### config.mk
export PLATFORM = sky130hd
export DESIGN_NAME = vlc_bit_packer
export DESIGN_NICKNAME = d
export VERILOG_FILES = /design/src/rtl/vlc_bit_packer.sv
export SDC_FILE = /design/constraint.sdc
export NUM_CORES = 1
export LEC_CHECK = 0
export BUFFER_PORTS_ARGS = -buffer_cell sky130_fd_sc_hd__buf_2
export CORE_MARGIN = 2
export CORE_UTILIZATION = 50
export CTS_BUF_LIST = sky130_fd_sc_hd__clkbuf_4 sky130_fd_sc_hd__clkbuf_8
export DETAILED_ROUTE_END_ITERATION = 10
export GPL_TIMING_DRIVEN = 0
export PLACE_DENSITY = 0.67
export SLEW_MARGIN = 10
export SYNTH_ARGS = -nofsm -noshare
export SYNTH_HDL_FRONTEND = slang
export SYNTH_SLANG_ARGS = --single-unit
### constraint.sdc
create_clock -name clk -period 5.16 [get_ports clk]
set_input_delay 0.516 -clock clk [delete_from_list [all_inputs] [get_ports clk]]
set_output_delay 0.516 -clock clk [all_outputs]
set_load 0.01 [all_outputs]
### src/rtl/vlc_bit_packer.sv
`default_nettype none
// ============================================================================
// Module      : vlc_bit_packer
// Description : Packs the serial bit stream of the VLC core into W-bit words.
//               Bits are shifted in MSB-first. A word is pushed into a small
//               first-word-fall-through FIFO when W bits have been collected,
//               or when flush ends a stream with a partial word. Partial words
//               are left-aligned with zero padding, and word_nbits gives the
//               number of valid bits.
//               The VLC core cannot be stalled. A word that arrives while the
//               FIFO is full is dropped, and the sticky overflow flag is set.
// Ports       : clk, rst           - clock, synchronous active-high reset
//               bit_in, bit_valid  - serial bit and its qualifier
//               flush              - pulse: emit the pending partial word
//               word_ready         - consumer accepts the head word
//               word_out           - head word, first received bit in MSB
//               word_nbits         - valid MSB bits in word_out (1..W)
//               word_valid         - FIFO non-empty
//               overflow           - sticky: a word was dropped
// Revision    : 1.0 - initial release
// ============================================================================
module vlc_bit_packer #(
    parameter int W     = 8,
    parameter int DEPTH = 4
) (
    input  logic                   clk,
    input  logic                   rst,
    input  logic                   bit_in,
    input  logic                   bit_valid,
    input  logic                   flush,
    input  logic                   word_ready,
    output logic [W-1:0]           word_out,
    output logic [$clog2(W+1)-1:0] word_nbits,
    output logic                   word_valid,
    output logic                   overflow
);

    localparam int c_CW = $clog2(W);       // bit counter, 0..W-1
    localparam int c_NW = $clog2(W+1);     // bit count including W
    localparam int c_AW = $clog2(DEPTH);   // FIFO pointer
    localparam int c_EW = c_NW + W;        // FIFO entry {nbits, word}

    // ------------------------------------------------------------------
    // Bit collector
    // ------------------------------------------------------------------
    logic [W-1:0]      r_sr;
    logic [c_CW-1:0]   r_cnt;

    logic [W-1:0]      w_sr_next;
    logic [c_NW-1:0]   w_n;
    logic              w_word_done;
    logic              w_push;
    logic [W-1:0]      w_aligned;
    logic [c_EW-1:0]   w_entry;

    // The shift register value after this edge. Its low w_n bits are the
    // pending bits, including this cycle's bit.
    assign w_sr_next   = bit_valid ? {r_sr[W-2:0], bit_in} : r_sr;
    assign w_n         = c_NW'(r_cnt) + c_NW'(bit_valid);
    assign w_word_done = bit_valid && (r_cnt == c_CW'(W-1));
    // A flush that coincides with the W-th bit is covered by the full-word
    // push, so it produces only one word.
    assign w_push      = w_word_done || (flush && (w_n != '0));
    // Left-align the pending bits. This discards stale bits above them and
    // zero-pads the LSBs. A full word shifts by zero.
    assign w_aligned   = w_sr_next << (c_NW'(W) - w_n);
    assign w_entry     = {w_n, w_aligned};

    always_ff @(posedge clk) begin
        if (rst) begin
            r_sr  <= '0;
            r_cnt <= '0;
        end else begin
            r_sr <= w_sr_next;
            if (w_push) begin
                r_cnt <= '0;
            end else if (bit_valid) begin
                r_cnt <= r_cnt + c_CW'(1);
            end
        end
    end

    // ------------------------------------------------------------------
    // Word FIFO with registered head outputs
    // ------------------------------------------------------------------
    logic [c_EW-1:0]   r_mem [DEPTH];
    logic [c_AW-1:0]   r_wr_ptr;
    logic [c_AW-1:0]   r_rd_ptr;
    logic [c_AW:0]     r_count;
    logic [W-1:0]      r_word;
    logic [c_NW-1:0]   r_nbits;
    logic              r_valid;
    logic              r_overflow;

    logic              w_full;
    logic              w_pop;
    logic              w_accept;
    logic              w_drop;
    logic [c_AW-1:0]   w_rd_next;
    logic [c_AW:0]     w_count_next;
    logic [c_EW-1:0]   w_head;

    assign w_full       = (r_count == (c_AW+1)'(DEPTH));
    assign w_pop        = r_valid && word_ready;
    // A full FIFO that pops this cycle has room for the push.
    assign w_accept     = w_push && (!w_full || w_pop);
    assign w_drop       = w_push && w_full && !w_pop;
    assign w_rd_next    = r_rd_ptr + c_AW'(w_pop);
    assign w_count_next = r_count + (c_AW+1)'(w_accept) - (c_AW+1)'(w_pop);
    // When the next head is the slot being written on this edge, bypass the
    // memory. This gives fall-through when the FIFO is empty or drains to
    // empty.
    assign w_head       = (w_accept && (w_rd_next == r_wr_ptr)) ? w_entry
                                                                 : r_mem[w_rd_next];

    always_ff @(posedge clk) begin
        if (!rst && w_accept) begin
            r_mem[r_wr_ptr] <= w_entry;
        end
    end

    always_ff @(posedge clk) begin
        if (rst) begin
            r_wr_ptr   <= '0;
            r_rd_ptr   <= '0;
            r_count    <= '0;
            r_word     <= '0;
            r_nbits    <= '0;
            r_valid    <= 1'b0;
            r_overflow <= 1'b0;
        end else begin
            if (w_accept) begin
                r_wr_ptr <= r_wr_ptr + c_AW'(1);
            end
            r_rd_ptr <= w_rd_next;
            r_count  <= w_count_next;
            r_valid  <= (w_count_next != '0);
            // The head only changes on a pop or on the first push. Otherwise
            // w_head equals the current head, so the output stays stable.
            if (w_count_next != '0) begin
                r_word  <= w_head[W-1:0];
                r_nbits <= w_head[c_EW-1:W];
            end
            if (w_drop) begin
                r_overflow <= 1'b1;
            end
        end
    end

    assign word_out   = r_word;
    assign word_nbits = r_nbits;
    assign word_valid = r_valid;
    assign overflow   = r_overflow;

endmodule
`default_nettype wire

* Yosys cells after proc, flatten, opt, wreduce, memory -nomap -nowiden *
Memory sizes are Yosys's and may differ from the RTL's. A register that Yosys moved wholly into a read port is not among the register bits.
Cells that the tools add are included.
W data, S select, Z words.

word-level totals
  bits in registers = 20
  latch bits = 0
  bits in writable memories = 48
  memory bits (read-only) = 0
  input port bits = 6
  output and inout bits = 14
  logic and storage cells = 36
  memories kept = 1

cells by class
  add/subtract/negate cells = 7
  $mul = 0
  div/mod/pow operators = 0
  $lt $le $gt $ge = 0
  eq/ne operators = 2
  shift operators = 1
  muxes and demuxes = 3
  bitwise operators = 0
  reductions and logical operators = 15

memories
  memory  depth  width  rd ports  clocked after memory_dff  write ports  line  RTL
  r_mem   4      12     1         1                         1            86    logic [c_EW-1:0] r_mem [DEPTH];

operator list
  kind                   count
  $mux W8                1
  $shl A8 B4 Y8          1
  $logic_and A1 B1 Y1    7
  $eq A3 B3 Y1 const B   2
  $add A3 B1 Y4          1
  $reduce_bool A4 Y1     1
  $sub A4 B4 Y4 const A  1
  $add A3 B1 Y3          1
  $add A3 B1 Y3 const B  1
  $logic_not A1 Y1       3
  $reduce_bool A3 Y1     1
  $sub A3 B1 Y3          1
  $add A2 B1 Y2          1
  $add A2 B1 Y2 const B  1
  $logic_or A1 B1 Y1     2
  $mux W1                2
  $reduce_or A2 Y1       1

* Logic depth before layout (Yosys ltp) *
Gate-level depths: netlist of the first run.

  word-level depth = 8
  gate-level depth with buffers = 18

* Worst setup path after synthesis of the first run *
Ideal clock, no wire load.

  path kind = input port to flip-flop
  start point = input bit_valid
  end point = register r_word[4] (netlist: word_out[4]) (read register of r_mem)
  setup time = 122 ps
  arrival time = 3841 ps
  data required time = 5038 ps
  path slack = 1197 ps
  stages on the path = 18
  buffers on the path = 2
  cell sequence = ha_1 > buf_6 > buf_6 > inv_1 > ha_1 > o21ai_0 > o21ai_2 > ha_1 > inv_1 > ha_1 > fa_1 > xnor2_1 > xnor2_1 > or3_1 > nand2b_2 > inv_1 > and2_1 > a221o_1

between the ends
  longest elaborated chain between the ends = 8
  elaborated cells between the ends (all ways) = 9
  classes of those cells = add/sub (3); reduce/logical (6)

RTL lines
  element                  line  RTL
  from (decl)              29    input logic bit_valid,
  $add A3 B1 Y4            59    assign w_n = c_NW'(r_cnt) + c_NW'(bit_valid);
  $reduce_bool A4 Y1       63    assign w_push = w_word_done || (flush && (w_n != '0));
  $logic_and A1 B1 Y1      63
  $logic_or A1 B1 Y1 (*)   63
  $logic_and A1 B1 Y1 (*)  106   assign w_accept = w_push && (!w_full || w_pop);
  $add A3 B1 Y3 (*)        109   assign w_count_next = r_count + (c_AW+1)'(w_accept) - (c_AW+1)'(w_pop);
  $sub A3 B1 Y3 (*)        109
  $reduce_bool A3 Y1 (*)   140   if (w_count_next != '0) begin
  to (decl)                90    logic [W-1:0] r_word;

Every way passes the cells marked *; elsewhere a longest branch is shown, timed or not.
A chain may end at the register's enable or synchronous reset.

* Worst setup path in the final report of the first run *
  start point = register r_cnt[0]
  end point = register r_word[4] (netlist: word_out[4]) (read register of r_mem)

between the ends
  longest elaborated chain between the ends = 8
  elaborated cells between the ends (all ways) = 10
  classes of those cells = add/sub (3); eq/ne (1); reduce/logical (6)

RTL lines
  element                 line  RTL
  from (decl)             47    logic [c_CW-1:0] r_cnt;
  from (signal assigned)  78    r_cnt <= r_cnt + c_CW'(1);
  $add A3 B1 Y4           59
  net w_n[1]              50    logic [c_NW-1:0] w_n;
  $reduce_bool A4 Y1      63
  $logic_and A1 B1 Y1     63
  $logic_or A1 B1 Y1      63
  $logic_and A1 B1 Y1     106
  $add A3 B1 Y3           109
  $sub A3 B1 Y3           109
  $reduce_bool A3 Y1      140

The timed path passes the listed nets, and every way through them passes these cells.

==> results of run 1 <==
==> sequential cells by signal (all words and copies together) (netlist names) <==
| signal | flops |
|---|---|
| overflow | 1 |
| r_cnt | 3 |
| r_count | 3 |
| r_mem | 48 |
| r_rd_ptr | 2 |
| r_sr | 8 |
| r_wr_ptr | 2 |
| word_nbits | 4 |
| word_out | 8 |
| word_valid | 1 |
==> report_power, final <==
group	internal (mW)	switching, mW	leakage [nW]	total [mW]
registers	0.758	0.0327	0.714	0.791
logic	0.260	0.328	0.744	0.588
clock network	0.282	0.246	0.117	0.527
==> cells in the mapped netlist, drive strengths merged <==
| cell type | count |
|---|---|
| a221o | 7 |
| a21o | 1 |
| nand2b | 2 |
| nor3 | 6 |
| ha | 12 |
| o21ai | 14 |
| clkbuf | 5 |
| fa | 1 |
| and2 | 8 |
| nand2 | 11 |
| a31oi | 2 |
| a211oi | 4 |
| xor2 | 2 |
| xnor2 | 8 |
| mux2 | 5 |
| nor2b | 6 |
| mux2i | 26 |
| inv | 9 |
| or2 | 1 |
| mux4 | 13 |
| o211ai | 1 |
| and3 | 5 |
| buf | 10 |
| nor2 | 17 |
| edfxtp | 48 |
| dfxtp | 32 |
| nor4b | 1 |
| nor4 | 2 |
| nor3b | 2 |
| or3 | 1 |
| a2111o | 1 |
| o2bb2ai | 1 |
==> worst paths after layout <==
check                endpoint         from  cells past startpoint
setup / recovery  word_out[4]     r_cnt[0]                     17
hold / removal    word_out[0]  word_out[0]                      2
setup reg to reg  word_out[4]     r_cnt[0]                     17
hold reg to reg   word_out[0]  word_out[0]                      2
==> through the flow <==
| stage | instances | power, mW |
|---|---|---|
| 2_1_floorplan | 264 | 1.24 |
| 3_3_place_gp | 382 | 1.39 |
| 3_5_place_dp | 382 | 1.40 |
| 4_1_cts | 398 | 1.93 |
| 5_1_grt | 398 | 2.02 |
| 6_report | 398 | 1.91 |
==> worst min-delay path: cells and delay by family (launching register included) <==
family           cells  cell delay, ns
flip-flops           1            0.33
AO/OA/AOI/OAI        1            0.06
AND/OR/NAND/NOR      1            0.04
==> area by class of cell <==
class	count	area [sq um]	share of cell area (%)
buffer	15	91.3	2.22
clock inverter	7	106	2.58
sequential	80	2080	50.5
tap	99	124	3.01
inverter	9	33.8	0.820
timing repair buffer	19	95.1	2.31
clock buffer	9	124	3.01
multi-input combinational	160	1460	35.5
==> cell families after synthesis <==
group                      count (synthesis)
muxes                                     44
adders and majority gates                 13
AOI/OAI and AO/OA                         31
xor gates and xnor gates                  10
and+or+nand+nor                           62
DFF                                       80
buffers and inverters                     24
==> routing by layer <==
| layer | GRT usage, % | share of wire, % | up-vias |
|---|---|---|---|
| met5 | 0 | 0 | - |
| met4 | 5.29 | 1.2 | 0 |
| met3 | 5.85 | 4.4 | 6 |
| met2 | 29.3 | 49 | 49 |
| met1 | 24.6 | 46 | 1035 |
| li1 | - | - | 1037 |
==> impl_results.md, run 1 <==
- Number of synthesized register bits: 80
- Row cnt: 31
- Vias/cell: around 5.3
- Post-CTS Hold Buffers: 0
- Slowest CP cell: ha_1
- CP Data Required Time: about 5.4 ns
- Post-Synth Adder-Cell Area: 4.64%
- Final ANT Viol Nets: 0
- Worst Path Arrival: ~4.6 ns
- Status: completed
- Crit path max-delay family: adder cells
- Post-CTS setup buffers: 0
- Synthesis-to-finish area growth: 12.2%
- Hold Path Class: flip-flop to flip-flop
- Slew Limit Fails: 0
- Pre-CTS setup slack: around 0.48 ns
- Hold WS: 0.459 ns
- Mux contribution to synthesized area: 16.6%
- CTS tree: done
- Worst slew pin tran: around 0.85 ns
- Slew Limit Headroom: 43.0%
- Worst path bufs/invs: 3
- Number of max-cap violations: 0
- DR pass1 iterations: 4
- Worst VDD drop: ~0.23 mV
- Synth top area cells: edfxtp_1 (39%), dfxtp_1 (17%), mux4_2 (8.0%), mux2i_1 (7.1%), ha_1 (4.1%)
- Clock sink count: 80
- First-pass GRT wire length: between 10000 and 15000 um
- Final setup margin: between 0.8 and 0.9 ns
- Routed vias: ~2100
- 1st-iter DRT viols: roughly 110
- Final HPWL DP: approximately 4700 um
- Total grt overflow: 0
- Post-Syn Instances: about 260
- Filler Cell Count: 588
- Clk pin slew, worst setup/hold paths: approximately 0.1 ns
- Final min period: 4.34 ns
- Clk root buf: clkbuf_8
- Most frequent cells in the layout: edfxtp_1 (48), dfxtp_1 (32), mux2i_1 (26), buf_2 (23), nor2_1 (17)
- Final instance area: between 0.004 and 0.005 sq mm
- Final Core Density: a little under three fifths
- Final WL: between 6000 and 7000 um
- Crit. End Element: flip-flop
- Synth Warn #: 0
- Ant diodes: 0
- Distinct cells, synth: 43
- Commonest non-fill, non-tap cell in the layout: edfxtp_1
- Largest family of logic cells by synthesized area: multiplexers
- Max Root-Sink Buffers: 2
- Slowest stage delay, CP: 0.50 ns
- Die H: 89.7 um
- Synth area leader: edfxtp_1
- Port bufs: 19
- NumNets Final: 313
- Fmax: between 200 and 250 MHz
- XOR/XNOR Fraction of Synth Area: 2.59%
- IO Pins: 20
- CP cell instances: ha_1 -> ha_1 -> inv_1 -> ha_1 -> o21ai_0 -> o21ai_2 -> ha_1 -> inv_1 -> ha_1 -> fa_1 -> xnor2_1 -> xnor2_1 -> or3_1 -> nand2b_2 -> inv_1 -> and2_1 -> a221o_1
- Hold Fails Final Rpt: 0
- Compound-Gate Fraction of Synth Area: 6.17%
- Setup Crit Path Kind: flip-flop to flip-flop
- Critical Path Source Type: flip-flop
- Die ar.: around 0.0080 sq mm
- Worst R2R Setup Slack: a little over 0.8 ns
- Mapped Nets: ~280
- Mapped cell area: 0.00367 sq mm
- Routed len/inst: ~17 um
- Number of CTS-inserted buffers: 9
- Crit Path Max Fanout: 8
- RSZ-0062 raised after global routing: false
- Clk_lat worst skew: between 0.3 and 0.4 ns
- DRC Markers: 0
- Worst path most repeated cell: ha_1
- Post-synthesis sequential area ratio: 56.7%
- Layout cells sized above 1: between 20% and 30%
- Mean Syn Cell Area: ~14 sq um
- Initial antenna violation count: 0
- Number of global-route vias before repair: around 2000
- Largest net degree at the start of global routing: 17
- GRT Overall Usage: about 19%
- Top-area cell type share of the netlist area: roughly two fifths
- Area after DPL: roughly 0.0039 sq mm
- Worst Clk Skew: 0.0127 ns
- Core area: approximately 0.007 sq mm
- Chip width: between 80 and 90 um
- Initial core utilization: between 50% and 60%
- Leakage power total: between 1.5 and 2 nW
- H-tree depth: 3
- Post-CTS resize count: 0
- RePlAce Congestion: around 0.8
- Period utilization: between 80 and 90%
- PD cells: roughly 460 mW/mm^2
- Simple-Gate Fraction of Synth Area: approximately a tenth
- Setup TNS: 0 ns
- # setup viols final: 0
Note: power is estimated with default switching activity, not from simulation.
==> inputs of run 2 (changes only) <==
ABC_AREA = 1   (was unset)
PLACE_DENSITY = 0.7   (was 0.67)
clock period = 3.48 ns   (was 5.16 ns; I/O delays follow)
==> run 2 against run 1 <==
Area after synthesis grew 4.0%. Core utilization grew 1.1 points. Global-route usage grew 1.8 points. Cell area grew 4.2%. Via count grew 34%. Sequential power grew 50%. Sequential share of layout area shrank 2.0 points. Largest cell class unchanged. Largest power group unchanged.
==> impl_results.md, run 2 <==
- Clock sink count: 80
- Crit Path Max Fanout: 13
- Worst slew pin tran: 1.21 ns
- # setup viols final: 0
- Final ANT Viol Nets: 0
- Hold WS: just over 0.3 ns
- Distinct cells, synth: 28
- Synth top area cells: edfxtp_1 (38%), dfxtp_1 (17%), nand2_1 (12%), nand3_1 (7.1%), inv_1 (4.6%)
- Setup Crit Path Kind: flip-flop to flip-flop
- Leakage power total: ~1.9 nW
- Die ar.: 0.00835 sq mm
- EDFF count, synth: 48
- Most frequent cells in the layout: nand2_1 (118), nand3_1 (54), edfxtp_1 (48), inv_1 (45), nor2_1 (42)
- Comb power frac: 37.9%
- Worst Clk Skew: 0.00698 ns
- PD cells: between 700 and 800 mW/mm^2
- Clk_lat worst skew: 0.35 ns
- Layout cells sized above 1: between 10% and 20%
- 1st-iter DRT viols: 157
- R2R cell count: 19
- Ys flop type: edfxtp_1
- Clk root buf: clkbuf_8
- Post-Syn Instances: approximately 430
- DR pass1 iterations: 5
- Async S/R FF share, synth: 0%
- Period utilization: a little over nine tenths
- Core area: 0.00733 sq mm
- Final HPWL DP: around 5600 um
- First-pass GRT wire length: 13000 um
- Most flops, register: r_mem
- Synth Warn #: 0
- Net Sw Power: approximately 1.1 mW
- H-tree depth: 3
- CP cell instances: ha_4 -> clkinvlp_4 -> ha_2 -> nand3_1 -> nand2_2 -> nand2_4 -> nand2_2 -> ha_1 -> inv_1 -> ha_1 -> fa_1 -> xnor2_1 -> inv_1 -> nand3_1 -> nand2_1 -> inv_2 -> buf_6 -> nand3_1 -> nand2_1
- Max reg flops: between 40 and 50
- Final setup margin: 0.214 ns
- CP Data Required Time: between 3 and 4 ns
- Worst VDD drop: ~0.46 mV
- Sw Share: a little over a third
- Most common cell in the netlist: nand2_1
- Routed vias: around 2900
- Slowest CP cell: fa_1
- Hold Fails Final Rpt: 0
- Number of max-cap violations: 0
- IO Pins: 20
- Most instantiated cells after synthesis: nand2_1 (119), nand3_1 (54), edfxtp_1 (48)
- Top-area cell type share of the netlist area: a little under two fifths
- Largest net degree at the start of global routing: 14
- Critical Path Source Type: flip-flop
- Status: completed
- Commonest non-fill, non-tap cell in the layout: nand2_1
- WHS Endpoint: r_sr[0]
- Mean Syn Cell Area: roughly 8.8 sq um
- Routed len/inst: 13.9 um
- Final min period: about 3.3 ns
- Die H: ~90 um
- DRC Markers: 0
- Number of CTS-inserted buffers: 9
- Pre-CTS setup slack: -0.386 ns
- Worst r2r src: r_cnt[0]
- Synthesis-to-finish area growth: 12.5%
- Port bufs: 18
- CTS tree: done
- Cell-internal power: approximately 2 mW
- Slowest stage delay, CP: ~0.38 ns
- Number of synthesized register bits: 80
- Sequential power share: just under 40%
- Worst Hold Depth: 3
- Filler Cell Count: 620
- Initial core utilization: 52.1%
- Row cnt: 31
- Number of global-route vias before repair: 2704
- Crit. End Element: flip-flop
- Worst Path Arrival: 3.56 ns
- Launch point of the worst hold path: bit_in
- R2r endpoint: word_out[4]
- Mapped Nets: 451
- Post-CTS Hold Buffers: 0
- Slew Limit Fails: 0
- Slew Limit Headroom: between 10% and 20%
- Fmax: approximately 300 MHz
- Mapped cell area: ~0.0038 sq mm
- Final Core Density: approximately 59%
- RePlAce Congestion: between 0.8 and 0.9
- Synth area leader: edfxtp_1
- Post-synthesis sequential area ratio: 54.6%
- Clock share of power: about a quarter
- Chip width: 91.4 um
- Worst R2R Setup Slack: 0.21 ns
- Hold Path Class: primary input to flip-flop
- Ant diodes: 0
- Final WL: between 7000 and 8000 um
- Worst path most repeated cell: nand3_1
- Clk pin slew, worst setup/hold paths: ~0.080 ns
- Vias/cell: between 5 and 6
- GRT Overall Usage: 20.3%
- NumNets Final: 480
- Max Root-Sink Buffers: 2
- Initial antenna violation count: 0
- Total grt overflow: 0
[run 2: changes by cell type after synthesis, sizes merged, moves of 8 or more]
cell    before  now
nand2       11  122
nand3        0   55
inv          9   50
nor2        17   44
mux2i       26    0
mux4        13    0
a21oi        0   12
o21ai       14    2
o31ai        0   10
o211ai       1   10
or2          1   10
and2         8    0
[run 2: logic make-up after synthesis]
| family | synth area share (%) |
|---|---|
| adders and majority gates | 4.46 |
| buffers and inverters | 7.51 |
| xor gates and xnor gates | 1.34 |
| and+or+nand+nor | 26.4 |
| AOI/OAI and AO/OA | 5.77 |
| DFF | 54.6 |
[run 2: worst max-delay path by stage]
stage,start,endpoint,slack [ns],cells past startpoint
finish,r_cnt[0],word_out[4],0.21,19
floorplan,bit_valid,word_nbits[2],0.26,20
global route,r_cnt[0],word_out[6],-0.03,19
global placement,bit_valid,word_out[3],-0.35,21
CTS,r_cnt[0],word_out[4],0.009,21
detailed placement,bit_valid,word_nbits[3],-0.39,21
[run 2: final cells by class]
| cell class | instances | area [sq um] | area share [%] |
|---|---|---|---|
| Tap cell | 99 | 124 | 2.89 |
| Inverter | 52 | 199 | 4.63 |
| Buffer | 14 | 91.3 | 2.13 |
| Clock buffer | 9 | 124 | 2.89 |
| Multi-Input combinational cell | 284 | 1480 | 34.5 |
| Sequential cell | 80 | 2080 | 48.5 |
| Timing Repair Buffer | 20 | 105 | 2.45 |
| Clock inverter | 7 | 86.3 | 2.01 |
[run 2: routing by layer]
metal / vias up / wire, um / track usage (%)
met5: - / 0 / 0
met4: 0 / 99 / 7.58
met3: 8 / 313 / 4.73
met2: 49 / 3870 / 32.6
met1: 1337 / 3570 / 26.9
li1: 1466 / - / -
[run 2: power groups by stage]
stage	combinational [mW]	sequential [mW]	clock [mW]
after CTS	1.16	1.19	0.735
after global placement	1.11	1.20	0
final	1.17	1.19	0.722
after detailed placement	1.13	1.21	0
after global routing	1.33	1.20	0.777
after floorplan	0.791	1.23	0
[run 2: repair_timing]
item / CTS / global route
hold endpoints to repair: 0 / 0
setup buffers: 0 / 2
gates cloned: 0 / 0
endpoints found under the setup margin: 11 / 13
gates resized for setup: 6 / 7
[run 2: stage by stage]
step           cell area (sq um)  setup TNS [ns]  power, mW  instances
6_report                    4290               0       3.08        565
5_1_grt                     4290          -0.111       3.31        565
4_1_cts                     4270               0       3.09        565
3_5_place_dp                4030           -4.07       2.34        549
3_3_place_gp                4030           -3.70       2.32        549
2_1_floorplan               3820               0       2.02        432
[run 2: worst max-delay path, delay by kind of cell (launching register included)]
family | cells | cell delay (ns)
buf+inv | 5 | 0.50
simple gates | 8 | 0.76
fa+ha+maj | 5 | 1.44
flops | 1 | 0.35
xor+xnor | 1 | 0.16
